## config.mk

```make
export PLATFORM = sky130hd
export DESIGN_NAME = wishbone_splitter
export DESIGN_NICKNAME = d
export VERILOG_FILES = /design/src/rtl/wishbone_pkg.sv /design/src/rtl/wishbone_splitter_timer.sv /design/src/rtl/wishbone_splitter.sv
export SDC_FILE = /design/constraint.sdc
export NUM_CORES = 1
export LEC_CHECK = 0
export ABC_AREA = 1
export ABC_CLOCK_PERIOD_IN_PS = 1630
export CORE_ASPECT_RATIO = 1.2
export CORE_MARGIN = 3
export CORE_UTILIZATION = 37
export CTS_CLUSTER_DIAMETER = 60
export CTS_CLUSTER_SIZE = 25
export DETAILED_ROUTE_END_ITERATION = 10
export PLACE_DENSITY = 0.8
export SLEW_MARGIN = 20
export SYNTH_ARGS = -nofsm -noshare
export SYNTH_HDL_FRONTEND = slang
export SYNTH_SLANG_ARGS = --single-unit
```

## constraint.sdc

```tcl
create_clock -name clk -period 1.63 [get_ports clk]
set_clock_uncertainty 0.2 [all_clocks]
set_input_delay 0.489 -clock clk [delete_from_list [all_inputs] [get_ports clk]]
set_output_delay 0.489 -clock clk [all_outputs]
set_load 0.03 [all_outputs]
```

## src/rtl/wishbone_pkg.sv

```systemverilog
// Shared types and defaults for the Wishbone splitter.
// Holds the FSM state encoding, default bus widths and the helper that
// sizes the peripheral index field.
package wishbone_pkg;

    localparam int WB_ADR_WIDTH = 16;
    localparam int WB_DAT_WIDTH = 8;

    // Splitter controller states
    //   state   | meaning
    //   ST_IDLE | waiting for a controller request
    //   ST_BUSY | selected peripheral strobed, waiting for its ack
    //   ST_RESP | one-cycle ack/err back to the controller
    typedef enum logic [1:0] {
        ST_IDLE = 2'd0,
        ST_BUSY = 2'd1,
        ST_RESP = 2'd2
    } wb_state_t;

    // Width of the index field in the top address bits; at least one bit
    // so a single-peripheral build still has an unmapped upper half.
    function automatic int peri_bits(input int n);
        return (n > 1) ? $clog2(n) : 1;
    endfunction

endpackage

```

## src/rtl/wishbone_splitter_timer.sv

```systemverilog
// Watchdog for the splitter BUSY state.
// Down-counter loaded with LIMIT-1 while cleared; o_expired flags the
// LIMIT-th consecutive enabled cycle.
module wishbone_splitter_timer #(
    parameter int LIMIT = 255
) (
    input  logic clk,
    input  logic rst_n,
    input  logic i_clear,
    input  logic i_enable,
    output logic o_expired
);

    localparam int CW = (LIMIT > 1) ? $clog2(LIMIT + 1) : 1;

    logic [CW-1:0] r_count;

    // Reload on clear, otherwise count down while enabled and stop at zero
    always_ff @(posedge clk) begin
        if (!rst_n) begin
            r_count <= '0;
        end else if (i_clear) begin
            r_count <= CW'(LIMIT - 1);
        end else if (i_enable && (r_count != '0)) begin
            r_count <= r_count - 1'b1;
        end
    end

    assign o_expired = i_enable && !i_clear && (r_count == '0);

endmodule

```

## src/rtl/wishbone_splitter.sv

```systemverilog
// Classic Wishbone 1-to-N splitter with a single outstanding transfer.
// The top PERI_BITS address bits select the peripheral; the remaining low
// bits, write enable and write data are broadcast from registered copies.
// Optional BUSY watchdog: define WISHBONE_SPLITTER_TIMEOUT_EN.
module wishbone_splitter
    import wishbone_pkg::*;
#(
    parameter int PERI_NUM       = 4,
    parameter int ADR_WIDTH      = WB_ADR_WIDTH,
    parameter int DAT_WIDTH      = WB_DAT_WIDTH,
    parameter int TIMEOUT_CYCLES = 255
) (
    input  logic                                 clk,
    input  logic                                 rst_n,
    input  logic                                 wbc_cyc,
    input  logic                                 wbc_stb,
    input  logic                                 wbc_we,
    input  logic [ADR_WIDTH-1:0]                 wbc_adr,
    input  logic [DAT_WIDTH-1:0]                 wbc_dat_w,
    output logic                                 wbc_ack,
    output logic                                 wbc_err,
    output logic [DAT_WIDTH-1:0]                 wbc_dat_r,
    output logic [PERI_NUM-1:0]                  wbp_cyc,
    output logic [PERI_NUM-1:0]                  wbp_stb,
    output logic                                 wbp_we,
    output logic [ADR_WIDTH-peri_bits(PERI_NUM)-1:0] wbp_adr,
    output logic [DAT_WIDTH-1:0]                 wbp_dat_w,
    input  logic [PERI_NUM-1:0]                  wbp_ack,
    input  logic [PERI_NUM*DAT_WIDTH-1:0]        wbp_dat_r
);

    localparam int PERI_BITS = peri_bits(PERI_NUM);
    localparam int LOW_BITS  = ADR_WIDTH - PERI_BITS;

    wb_state_t               r_state;
    logic [PERI_BITS-1:0]    r_idx;
    logic [PERI_NUM-1:0]     r_cyc;
    logic [PERI_NUM-1:0]     r_stb;
    logic                    r_we;
    logic [LOW_BITS-1:0]     r_adr;
    logic [DAT_WIDTH-1:0]    r_dat_w;
    logic [DAT_WIDTH-1:0]    r_dat_r;
    logic                    r_ack;
    logic                    r_err;

    logic [PERI_BITS-1:0]    w_req_idx;
    logic                    w_req_mapped;
    logic [PERI_NUM-1:0]     w_req_onehot;
    logic                    w_sel_ack;
    logic [DAT_WIDTH-1:0]    w_sel_dat;
    logic                    w_timeout;

    assign w_req_idx    = wbc_adr[ADR_WIDTH-1 -: PERI_BITS];
    assign w_req_mapped = ({1'b0, w_req_idx} < (PERI_BITS + 1)'(PERI_NUM));
    assign w_req_onehot = PERI_NUM'(1) << w_req_idx;

    // Pick ack and read data of the latched port only; other acks never reach the FSM
    always_comb begin
        w_sel_ack = 1'b0;
        w_sel_dat = '0;
        for (int i = 0; i < PERI_NUM; i++) begin
            if (r_idx == PERI_BITS'(i)) begin
                w_sel_ack = wbp_ack[i];
                w_sel_dat = wbp_dat_r[i*DAT_WIDTH +: DAT_WIDTH];
            end
        end
    end

`ifdef WISHBONE_SPLITTER_TIMEOUT_EN
    logic w_tmr_enable;
    logic w_tmr_clear;

    assign w_tmr_enable = (r_state == ST_BUSY);
    assign w_tmr_clear  = !w_tmr_enable;

    wishbone_splitter_timer #(
        .LIMIT (TIMEOUT_CYCLES)
    ) u_timer (
        .clk       (clk),
        .rst_n     (rst_n),
        .i_clear   (w_tmr_clear),
        .i_enable  (w_tmr_enable),
        .o_expired (w_timeout)
    );
`else
    assign w_timeout = 1'b0;
`endif

    // Transfer FSM with all bus outputs registered
    always_ff @(posedge clk) begin
        if (!rst_n) begin
            r_state <= ST_IDLE;
            r_idx   <= '0;
            r_cyc   <= '0;
            r_stb   <= '0;
            r_we    <= 1'b0;
            r_adr   <= '0;
            r_dat_w <= '0;
            r_dat_r <= '0;
            r_ack   <= 1'b0;
            r_err   <= 1'b0;
        end else begin
            r_ack <= 1'b0;
            r_err <= 1'b0;
            case (r_state)
                ST_IDLE: begin
                    if (wbc_cyc && wbc_stb) begin
                        r_idx   <= w_req_idx;
                        r_we    <= wbc_we;
                        r_adr   <= wbc_adr[LOW_BITS-1:0];
                        r_dat_w <= wbc_dat_w;
                        if (w_req_mapped) begin
                            r_cyc   <= w_req_onehot;
                            r_stb   <= w_req_onehot;
                            r_state <= ST_BUSY;
                        end else begin
                            r_err   <= 1'b1;
                            r_dat_r <= '0;
                            r_state <= ST_RESP;
                        end
                    end
                end
                ST_BUSY: begin
                    // Controller abort wins over a simultaneous ack or timeout
                    if (!wbc_cyc) begin
                        r_cyc   <= '0;
                        r_stb   <= '0;
                        r_state <= ST_IDLE;
                    end else if (w_sel_ack) begin
                        r_cyc   <= '0;
                        r_stb   <= '0;
                        r_dat_r <= w_sel_dat;
                        r_ack   <= 1'b1;
                        r_state <= ST_RESP;
                    end else if (w_timeout) begin
                        r_cyc   <= '0;
                        r_stb   <= '0;
                        r_dat_r <= '0;
                        r_err   <= 1'b1;
                        r_state <= ST_RESP;
                    end
                end
                ST_RESP: begin
                    r_state <= ST_IDLE;
                end
                default: begin
                    r_cyc   <= '0;
                    r_stb   <= '0;
                    r_state <= ST_IDLE;
                end
            endcase
        end
    end

    assign wbc_ack   = r_ack;
    assign wbc_err   = r_err;
    assign wbc_dat_r = r_dat_r;
    assign wbp_cyc   = r_cyc;
    assign wbp_stb   = r_stb;
    assign wbp_we    = r_we;
    assign wbp_adr   = r_adr;
    assign wbp_dat_w = r_dat_w;

endmodule

```

# After elaboration in Yosys (flattened, before gate mapping)
# Cells that the tools add are included.
# word_totals
ff_bits	40
latchBits	0
ramBits	0
rom_bits	0
in_bits	65
out_inout_bits	41
wordCells	42
n_memories	0
# op_classes
add_sub_neg	0
mul	0
div_mod_pow	0
n_lt_le_gt_ge	0
eq_ne	7
shift	1
n_mux	17
n_bitwise	1
reduce_logical	8
# ops
cell	n
$mux W8	4
$mux W4	3
$pmux W4 S3	1
$reduce_and A3 Y1	3
$eq A2 B2 Y1 const B	3
$mux W2	3
$mux W1	5
$eq A2 B1 Y1 const B	2
$logic_not A2 Y1	2
$pmux W2 S2	1
$reduce_and A2 Y1	2
$shl A1 B2 Y4 const A	1
$ne A3 B3 Y1 const B	1
$ne A2 B2 Y1 const B	1
$logic_and A1 B1 Y1	1
$not A1 Y1	1

# Logic depth before layout (Yosys ltp)
# logic_depth
ltp_word	8
depth_mapped	8
ltp_nobuf	8

# Worst setup path after synthesis
# OpenSTA, ideal clock, no wires.
# synth_path
kind	input -> register
start	in wbp_ack[1]
end	reg r_dat_r[0], in the netlist wbc_dat_r[0]
setup_ps	123
arrival_time_ps	1143
t_required_ps	1307
slack_ps	164
path_stages	7
path_buffers	1
path_cell_list	o21ai_0 -> nand3_2 -> nand2_4 -> nor2_4 -> buf_6 -> nand3_1 -> o21ai_0
# synth_between
elab_chain_len	4
# synth_lines
element	line	source
start, declared	wishbone_splitter.sv:28	input logic [PERI_NUM-1:0] wbp_ack,
$mux W1 (3 in series)	wishbone_splitter.sv:62	if (r_idx == PERI_BITS'(i)) begin
$reduce_and A3 Y1 (no source line)	--	
end signal, assigned	wishbone_splitter.sv:132	r_dat_r <= w_sel_dat;
end, declared	wishbone_splitter.sv:42	logic [DAT_WIDTH-1:0] r_dat_r;
# Every way passes these cells.
# A chain may end at the register's enable or synchronous reset.

# Worst setup path after layout
# layout_path
start	in wbp_ack[3]
end	reg r_dat_r[7], in the netlist wbc_dat_r[7]
# layout_between
elab_chain_len	2
# layout_lines
element	line
$mux W1	wishbone_splitter.sv:62
$reduce_and A3 Y1 (no source line)	--
# Every way passes these cells.

==> flow_summary.ini <==
[setup_path]
cp_num_buf_inv = 2
worstPathArrival_ps = 1580
r2r_cells = 7
r2r_slack_ps = 140
cp_slowest_stage_delay_ps = 400
cp_max_fo = 8
slowest_stage = clkdlybuf4s50_1
r2r-start = r_idx[1]$_SDFFE_PN0P_
cp-end-kind = flop
path_cells = clkdlybuf4s50_1, or2_4, nand2_4, nor2_4, clkbuf_16, nand3_1, o21ai_0
r2r-end = wbc_dat_r[7]$_SDFFE_PN0P_
cpLargestDelayFamily = buffers and inverters
start_kind = input pin
crit_type = in2reg
cp_data_required_time_ps = 1600

[cells_and_area]
final_cell_mix = clkdlybuf4s50_1 (60), buf_4 (54), nor2_1 (52)
drive_gt1_frac = 0.2366
layout.nets = 419
finish.instance_area_um2 = 2963
area_growth_pct = 69.02
mostFrequentLayoutCell = clkdlybuf4s50_1
n_antenna_cell = 0

[placed_design]
place.port_buffers = 104
post-dp-hpwl_um = 3719
dp_slack_ps = -329.7
place_area_um2 = 2794
gp_congestion = 0.8009

[job]
cap_violations = 0

[clock_network]
cts-root-buf = clkbuf_8
cts_sinks = 40
cts_max_level = 2
clk_latency_ps = 280
clk_path_buf_depth = 2
cts_tree = built
cts_hold_buffers = 0
cts_made_buffers = 5
path_clk_slew_ps = 70

[yosys]
synthFlopType = dfxtp_1
synth_seq_area_share = 0.4568
synth_cells = 242
yosys_warnings = 0
synth_nets = 307
syn_area_um2 = 1753
synth_top_area_share = 0.4568
yosys.area.top_type = dfxtp_1
ys_ff_latch = 40
ys_types = 22
ys_top_cells_by_area = dfxtp_1 (46%), nor2_1 (11%), nand2_1 (9.4%), o21ai_0 (9.1%), nand3_1 (5.4%)
synth-edff-count = 0
avgSynthCellArea_um2 = 7.244
synth-async-reset-ratio = 0

[detailed_routing]
viasPerCell = 4.633
routedWlPerCell_um = 11.48
vias = 1904
antenna_left = 0
drtIter0Drc = 69
wirelength_um = 4719
drt_pass1_iterations = 4
route.detailed.drc = 0

[hold_path]
worstHoldStart = wbc_dat_r[2]$_SDFFE_PN0P_
whs_endpoint = wbc_dat_r[2]$_SDFFE_PN0P_
holdPathStages = 2
hold_class = reg2reg

[global_route]
antenna_found_initial = 0
grt_pass1_wl_um = 7396
grt_max_degree = 25
grt_pass1_vias = 1818
grt_util_all_layers = 0.1703
grt_overflow = 0

[die]
io_pins = 106
start_util = 0.3962
fp.dieH_um = 81.40
die_w_um = 68.84
rows = 26
dieArea_um2 = 5603
core-area_um2 = 4424

[sta]
timing.final.ws_setup_ps = 15.27
setup_violations = 0
fmax_mhz = 619.3
hold_violations = 0
rsz0062_at_grt = true
drv_slew = 0
fin_crit_ps = 1615
period_share = 0.9906

[power_and_ir_drop]
power.total_uw = 2374
ir_worst_vdd_mv = 0.3725
powerDensity_nw_per_um2 = 801.4
power_leakage_uw = 0.001315

[run_status]
status = complete, no violations
## worst reg2reg max path, delay by kind of cell, from the launching register on
family | cells | cell delay (ps)
and+or+nand+nor | 5 | 520
DFF | 1 | 430
buffers and inverters | 1 | 150
AOI/OAI and AO/OA | 1 | 80
## sequential cells by signal, indices dropped and copies added, names as in the netlist
register	count
r_idx	2
wbp_dat_w	8
r_state	2
wbp_adr	14
wbc_ack	1
wbp_we	1
wbc_dat_r	8
wbp_stb	4
## layout make-up
cell class / count / area, µm²
clock inverters: 2 / 10.01
clock buffers: 6 / 82.58
well taps: 56 / 70.07
fillers: 396 / 1461
multi-input cells: 177 / 842.1
flip-flops and latches: 40 / 803.3
repair buffers: 121 / 1121
inverters: 9 / 33.78
## worst max-delay path by stage
| stage | to | slack, ps | cells past startpoint | from |
|---|---|---|---|---|
| global placement | wbp_stb[1]$_SDFFE_PN0P_ | -290 | 7 | wbp_ack[1] |
| global route | wbp_dat_w[5]$_SDFFE_PN0P_ | -30 | 5 | wbc_stb |
| CTS | wbp_adr[8]$_SDFFE_PN0P_ | 8 | 5 | wbc_cyc |
| finish | wbc_dat_r[7]$_SDFFE_PN0P_ | 20 | 7 | wbp_ack[3] |
| floorplan | wbc_dat_r[0]$_SDFFE_PN0P_ | 160 | 7 | wbp_ack[1] |
| detailed placement | wbc_dat_r[3]$_SDFFE_PN0P_ | -330 | 8 | wbp_ack[1] |
## where the power goes
part           total [µW]  internal, µW  leakage (µW)  switching, µW
sequential           1080          1040      0.000329           39.9
combinational         648           324      0.000935            324
clock                 650           337     0.0000510            312
## logic make-up (layout without fill, tap and decap cells)
family | count (synthesis) | after routing | synth area share
buffers and inverters | 25 | 138 | 0.08065
other | 1 | 1 | 0.002139
and+or+nand+nor | 134 | 134 | 0.3383
DFF | 40 | 40 | 0.4568
AOI/OAI and AO/OA | 42 | 42 | 0.1221
## through the flow
stage                     setup TNS [ps]  utilization  instances  hold WS, ps
after global routing              -332.9       0.6697        411        285.8
final                                  0       0.6697        411        254.5
after global placement             -9622       0.6315        401        242.0
after CTS                              0       0.6524        409        258.8
after floorplan                        0            -        242        336.2
after detailed placement          -10240       0.6315        401        248.6
## routing by layer
layer | part of all wire | wire, µm | global-route usage | vias up
li1 | - | - | - | 1006
met1 | 0.38 | 1809 | 0.1772 | 821
met2 | 0.51 | 2400 | 0.3152 | 75
met3 | 0.10 | 486 | 0.05533 | 2
met4 | 0.0049 | 23 | 0.05263 | 0
met5 | 0 | 0 | 0 | -
## timing repair
item                       in CTS  in global routing
resized for setup               1                 23
pin swaps                       0                  5
setup buffers                   0                  1
hold endpoints to repair        0                  0
cloned                          0                  1
setup endpoints to repair       9                 37
## cells in the mapped netlist, types with 3 or more instances
cell type and instances:
a21oi_1 7, nand4_1 8, nor2_1 52, nand2_1 44, o21ai_0 32, clkbuf_1 4, inv_1 9, buf_4 8
dfxtp_1 40, nand2_2 3, nand3_1 19
Note: power is estimated with default switching activity, not from simulation.
